--- src/rtl/bit_serial_adder_ctrl.sv ---
// Bit-serial adder: one shared 1-bit full adder, LSB first, WIDTH cycles per add.
// Holds the sequencing FSM, operand/result shift registers, carry flop and bit counter.

// One-bit full adder built from primitive gates so the serial datapath stays tiny.
module structuralFullAdder (
  input  logic a,
  input  logic b,
  input  logic cin,
  output logic sum,
  output logic cout
);

  wire p;
  wire g;
  wire t;

  xor u_x0 (p, a, b);
  xor u_x1 (sum, p, cin);
  and u_a0 (g, a, b);
  and u_a1 (t, p, cin);
  or  u_o0 (cout, g, t);

endmodule

// state  | meaning
// -------+-----------------------------------------------------------
// S_IDLE | waiting for start; previous result held on the outputs
// S_RUN  | one operand bit pair added per cycle, LSB first
// S_DONE | result complete; done high for this single cycle
module bit_serial_adder_ctrl #(
  parameter int WIDTH = 32
) (
  input  logic             clk,
  input  logic             reset,
  input  logic             start,
  input  logic [WIDTH-1:0] a,
  input  logic [WIDTH-1:0] b,
  input  logic             cin,
  output logic             ready,
  output logic             busy,
  output logic             done,
  output logic [WIDTH-1:0] sum,
  output logic             carryout,
  output logic             overflow
);

  localparam int CW = $clog2(WIDTH);
  localparam logic [CW-1:0] CNT_MSB  = CW'(WIDTH - 2);
  localparam logic [CW-1:0] CNT_LAST = CW'(WIDTH - 1);

  typedef enum logic [1:0] {
    S_IDLE = 2'd0,
    S_RUN  = 2'd1,
    S_DONE = 2'd2
  } state_t;

  state_t           state_q, state_d;
  logic [WIDTH-1:0] a_sh_q, a_sh_d;
  logic [WIDTH-1:0] b_sh_q, b_sh_d;
  logic [WIDTH-1:0] sum_q, sum_d;
  logic [CW-1:0]    cnt_q, cnt_d;
  logic             c_q, c_d;
  logic             c_msb_q, c_msb_d;
  logic             carryout_q, carryout_d;
  logic             overflow_q, overflow_d;

  logic fa_sum;
  logic fa_cout;

  structuralFullAdder u_fa (
    .a    (a_sh_q[0]),
    .b    (b_sh_q[0]),
    .cin  (c_q),
    .sum  (fa_sum),
    .cout (fa_cout)
  );

  // Next-state and datapath update; every register holds unless the state says otherwise.
  always_comb begin
    state_d    = state_q;
    a_sh_d     = a_sh_q;
    b_sh_d     = b_sh_q;
    sum_d      = sum_q;
    cnt_d      = cnt_q;
    c_d        = c_q;
    c_msb_d    = c_msb_q;
    carryout_d = carryout_q;
    overflow_d = overflow_q;

    case (state_q)
      S_IDLE, S_DONE: begin
        if (start) begin
          a_sh_d  = a;
          b_sh_d  = b;
          c_d     = cin;
          cnt_d   = '0;
          sum_d   = '0;
          state_d = S_RUN;
        end else begin
          state_d = S_IDLE;
        end
      end
      S_RUN: begin
        a_sh_d = a_sh_q >> 1;
        b_sh_d = b_sh_q >> 1;
        sum_d  = {fa_sum, sum_q[WIDTH-1:1]};
        c_d    = fa_cout;
        if (cnt_q == CNT_MSB) begin
          c_msb_d = fa_cout;
        end
        if (cnt_q == CNT_LAST) begin
          // c_msb_q holds the carry into the MSB, fa_cout the carry out of it.
          carryout_d = fa_cout;
          overflow_d = c_msb_q ^ fa_cout;
          state_d    = S_DONE;
        end else begin
          cnt_d = cnt_q + CW'(1);
        end
      end
      default: begin
        state_d = S_IDLE;
      end
    endcase
  end

  // State and datapath registers; reset has priority over everything.
  always_ff @(posedge clk) begin
    if (reset) begin
      state_q    <= S_IDLE;
      a_sh_q     <= '0;
      b_sh_q     <= '0;
      sum_q      <= '0;
      cnt_q      <= '0;
      c_q        <= 1'b0;
      c_msb_q    <= 1'b0;
      carryout_q <= 1'b0;
      overflow_q <= 1'b0;
    end else begin
      state_q    <= state_d;
      a_sh_q     <= a_sh_d;
      b_sh_q     <= b_sh_d;
      sum_q      <= sum_d;
      cnt_q      <= cnt_d;
      c_q        <= c_d;
      c_msb_q    <= c_msb_d;
      carryout_q <= carryout_d;
      overflow_q <= overflow_d;
    end
  end

  // Handshake flags decode straight from the state register.
  always_comb begin
    ready = (state_q == S_IDLE) || (state_q == S_DONE);
    busy  = (state_q == S_RUN);
    done  = (state_q == S_DONE);
  end

  assign sum      = sum_q;
  assign carryout = carryout_q;
  assign overflow = overflow_q;

endmodule

--- config.mk ---
export PLATFORM = sky130hd
export DESIGN_NAME = bit_serial_adder_ctrl
export DESIGN_NICKNAME = d
export VERILOG_FILES = /design/src/rtl/bit_serial_adder_ctrl.sv
export SDC_FILE = /design/constraint.sdc
export NUM_CORES = 1
export LEC_CHECK = 0
export CAP_MARGIN = 20
export CORE_UTILIZATION = 40
export CTS_CLUSTER_DIAMETER = 80
export DETAILED_ROUTE_END_ITERATION = 6
export HOLD_SLACK_MARGIN = 0.06
export PLACE_DENSITY = 0.78
export SETUP_SLACK_MARGIN = 0.2
export SLEW_MARGIN = 25
export SYNTH_ARGS = -nofsm -noshare
export SYNTH_HDL_FRONTEND = slang
export SYNTH_HIERARCHICAL = 1
export SYNTH_SLANG_ARGS = --single-unit
--- constraint.sdc ---
create_clock -name clk -period 2.5 [get_ports clk]
set_input_delay 0.375 -clock clk [delete_from_list [all_inputs] [get_ports clk]]
set_output_delay 0.375 -clock clk [all_outputs]
set_load 0.005 [all_outputs]
==> results.py, run 1 <==
metrics = {
    "sta": {
        "max_slew.worst_pin.slew_ns": 0.635,
        "rsz0062_at_grt": "false",
        "final_min_period_over_clock_period_pct": 87.3,
        "tmin_final_ns": 2.18,
        "fin_setup_tns_ns": 0,
        "setup_viol": 0,
        "slew_viol_final": 0,
        "hold_viol_final": 0,
        "slew_headroom_pct": 57.7,
        "skew_ns": 0.0157,
        "max_freq_mhz": 458,
    },
    "job": {
        "maxCapViolCount": 0,
    },
    "drt": {
        "route.antenna.remaining_nets": 0,
        "detail_route.drc_violations": 0,
        "initialDrtViolationCount": 224,
        "post_drt_via_cell_ratio": 5.33,
        "route.vias.total": 4095,
        "detailed_routing_iterations_pass_1": 4,
        "route.detailed.wl_per_inst_um": 13.0,
        "wl_mm": 10.0,
    },
    "synthesis": {
        "synthesis.instances": 557,
        "top_cells_by_area_in_the_synthesized_netlist": "dfxtp_1, nand2_1, a31oi_1",
        "netlist.top_cell.by_area": "dfxtp_1",
        "ys_async_sr_fraction_pct": 0,
        "synth.cell_area_um2": 4300,
        "yosys_most_used_dff": "dfxtp_1",
        "syn_nets": 629,
        "synth-edff-count": 0,
        "flip_flop_and_latch_count_after_synthesis": 107,
        "netlist-cell-type-count": 30,
        "synth_seq_area_share_pct": 49.9,
        "synthDominantCellAreaShare_pct": 49.9,
        "yosys_warnings": 6,
        "synth.avg_cell_area_um2": 7.71,
    },
    "floorplanning": {
        "die-area_um2": 11200,
        "starting_density_of_the_core_pct": 41.4,
        "die_height_um": 106,
        "rows": 37,
        "core_area_um2": 10400,
        "num_io_pins": 105,
        "die_x_um": 106,
    },
    "finish": {
        "mostFrequentLayoutCell": "nand2_1",
        "share_of_cells_above_drive_strength_1_pct": 4.27,
        "synthToLayoutAreaGrowth_pct": 30.7,
        "nets": 699,
        "number_of_antenna_diodes": 0,
        "finish.utilization_pct": 54.2,
        "mostFrequentLayoutCells": "nand2_1, dfxtp_1, clkdlybuf4s50_1",
    },
    "pwr": {
        "power_frac_seq_pct": 55.4,
        "vdd_drop_max_mv": 0.307,
        "power.combinational.fraction_pct": 14.2,
        "total_power_uw": 3370,
        "switching_share_pct": 27.0,
        "p_sw_uw": 907,
        "pwr-share-clk_pct": 30.4,
        "powerDensity_nw_per_um2": 600,
        "cell_internal_pwr_uw": 2460,
        "p_leak_uw": 0.00195,
    },
    "global_routing": {
        "globalRoute.totalOverflow": 0,
        "first_pass_grt_wire_length_mm": 16.6,
        "grt_antenna_before_repair": 0,
        "grt.total_usage_pct": 17.9,
        "number_of_global_route_vias_before_repair": 3748,
        "grt_start_max_net_pins": 161,
    },
    "worst_setup_path": {
        "cpMaxStageDelayCell": "or3b_1",
        "worst_ep_arrival_ns": 2.46,
        "critical-path-max-stage-delay_ns": 0.48,
        "critical_path.startpoint_type": "flip-flop",
        "path_common_cell": "ha_1",
        "crit_path_end_kind": "flip-flop",
        "timing.critical_path.fanout_max": 7,
        "worst-endpoint-required_ns": 2.77,
        "cp_cell_sequence": "ha_1, and3_1, ha_1, or3b_1, or3_1, a211oi_1",
        "setup.reg_to_reg.worst_slack_ns": 0.32,
        "path_class": "reg2reg",
    },
    "clock_network": {
        "cts-root-to-sink-buffers": 2,
        "clockRootBuffer": "clkbuf_8",
        "cts_made_buffers": 9,
        "cts.sinks": 107,
        "htree_levels": 3,
        "cts.clk_slew.worst_paths_ns": 0.11,
        "post_cts_resize_count": 0,
        "worst_skew_pair.late_latency_ns": 0.36,
        "cts_tree": "yes",
        "cts_post_setup_buffers_inserted": 0,
        "postCtsHoldBufs": 0,
    },
    "status": {
        "outcome": "finished clean",
    },
    "place": {
        "placement.io_buffers": 104,
        "post-dp-hpwl_mm": 6.43,
        "place.gp.congestion": 0.838,
    },
    "worst_hold_path": {
        "hp-class": "reg2reg",
    },
}
[cell families after synthesis]
group | after synthesis | share of synthesized area, %
AND/OR/NAND/NOR | 218 | 21.4
AO/OA/AOI/OAI | 170 | 21.8
flip-flops | 107 | 49.9
buffers and inverters | 56 | 5.18
adder cells (fa/ha/maj) | 4 | 1.34
XOR/XNOR | 2 | 0.408
[final cells by class]
| cell class | count | area, µm² |
|---|---|---|
| fill | 1005 | 4750 |
| sequential | 107 | 2140 |
| multi-input combinational | 394 | 1950 |
| timing repair buffer | 111 | 1140 |
| tap | 136 | 170 |
| clock buffer | 11 | 151 |
| clock inverter | 5 | 42.5 |
| inverter | 4 | 15.0 |
[worst paths after layout]
check / from / cells after the start / endpoint
max: cnt_q[1] / 6 / cnt_q[3]
min: carryout / 2 / carryout
max reg2reg: cnt_q[1] / 6 / cnt_q[3]
min reg2reg: carryout / 2 / carryout
[worst max-delay path, delay by kind of cell (launching register included)]
family | cells | cell delay [ns]
simple gates | 3 | 1.05
fa+ha+maj | 2 | 0.45
flops | 1 | 0.36
compound gates | 1 | 0.25
[registers in the layout, indices dropped and copies added, names as in the netlist, 2 cells and up]
signal and count:
sum 32, state_q 2, b_sh_q 32, cnt_q 5, a_sh_q 32
[per-layer routing]
layer / vias up / global-route usage (%) / wire (µm)
li1: 2060 / - / -
met1: 1905 / 22.0 / 4500
met2: 113 / 31.4 / 4820
met3: 17 / 2.84 / 467
met4: 0 / 6.75 / 209
met5: - / 0 / 0
[Yosys cell counts, types with 2 or more instances]
master,number
a21oi_1,40
a31oi_1,64
buf_2,9
clkbuf_1,41
dfxtp_1,107
ha_1,3
inv_1,4
nand2_1,162
nand2b_1,2
nand3_1,40
nand3b_1,2
nor2_1,2
o21ai_0,64
[power groups by stage]
stage | Clock, µW | Sequential (µW) | Combinational, µW
finish | 1030 | 1860 | 477
global route | 1120 | 1880 | 535
CTS | 1060 | 1860 | 482
detailed placement | 0 | 1900 | 480
global placement | 0 | 1900 | 465
floorplan | 0 | 1890 | 293
[stage by stage]
step | hold WS [ns] | cells | instance area (µm²) | setup slack [ns]
global route | 0.489 | 768 | 5620 | 0.203
floorplan | 0.445 | 557 | 4300 | 0.489
detailed placement | 0.456 | 752 | 5420 | 0.334
global placement | 0.444 | 752 | 5420 | 0.461
CTS | 0.470 | 768 | 5620 | 0.307
finish | 0.467 | 768 | 5620 | 0.317
No activity file was read; power rests on OpenSTA's default activity.
==> inputs of run 2 (changes only) <==
- HOLD_SLACK_MARGIN: 0.06 -> 0.1
==> results of run 2 <==
Final layout, timing and power as in run 1 (identical DEF).
==> inputs of run 3 (changes only) <==
- SETUP_SLACK_MARGIN: 0.2 -> 0.1
==> results of run 3 <==
Final layout, timing and power as in run 1 (identical DEF).
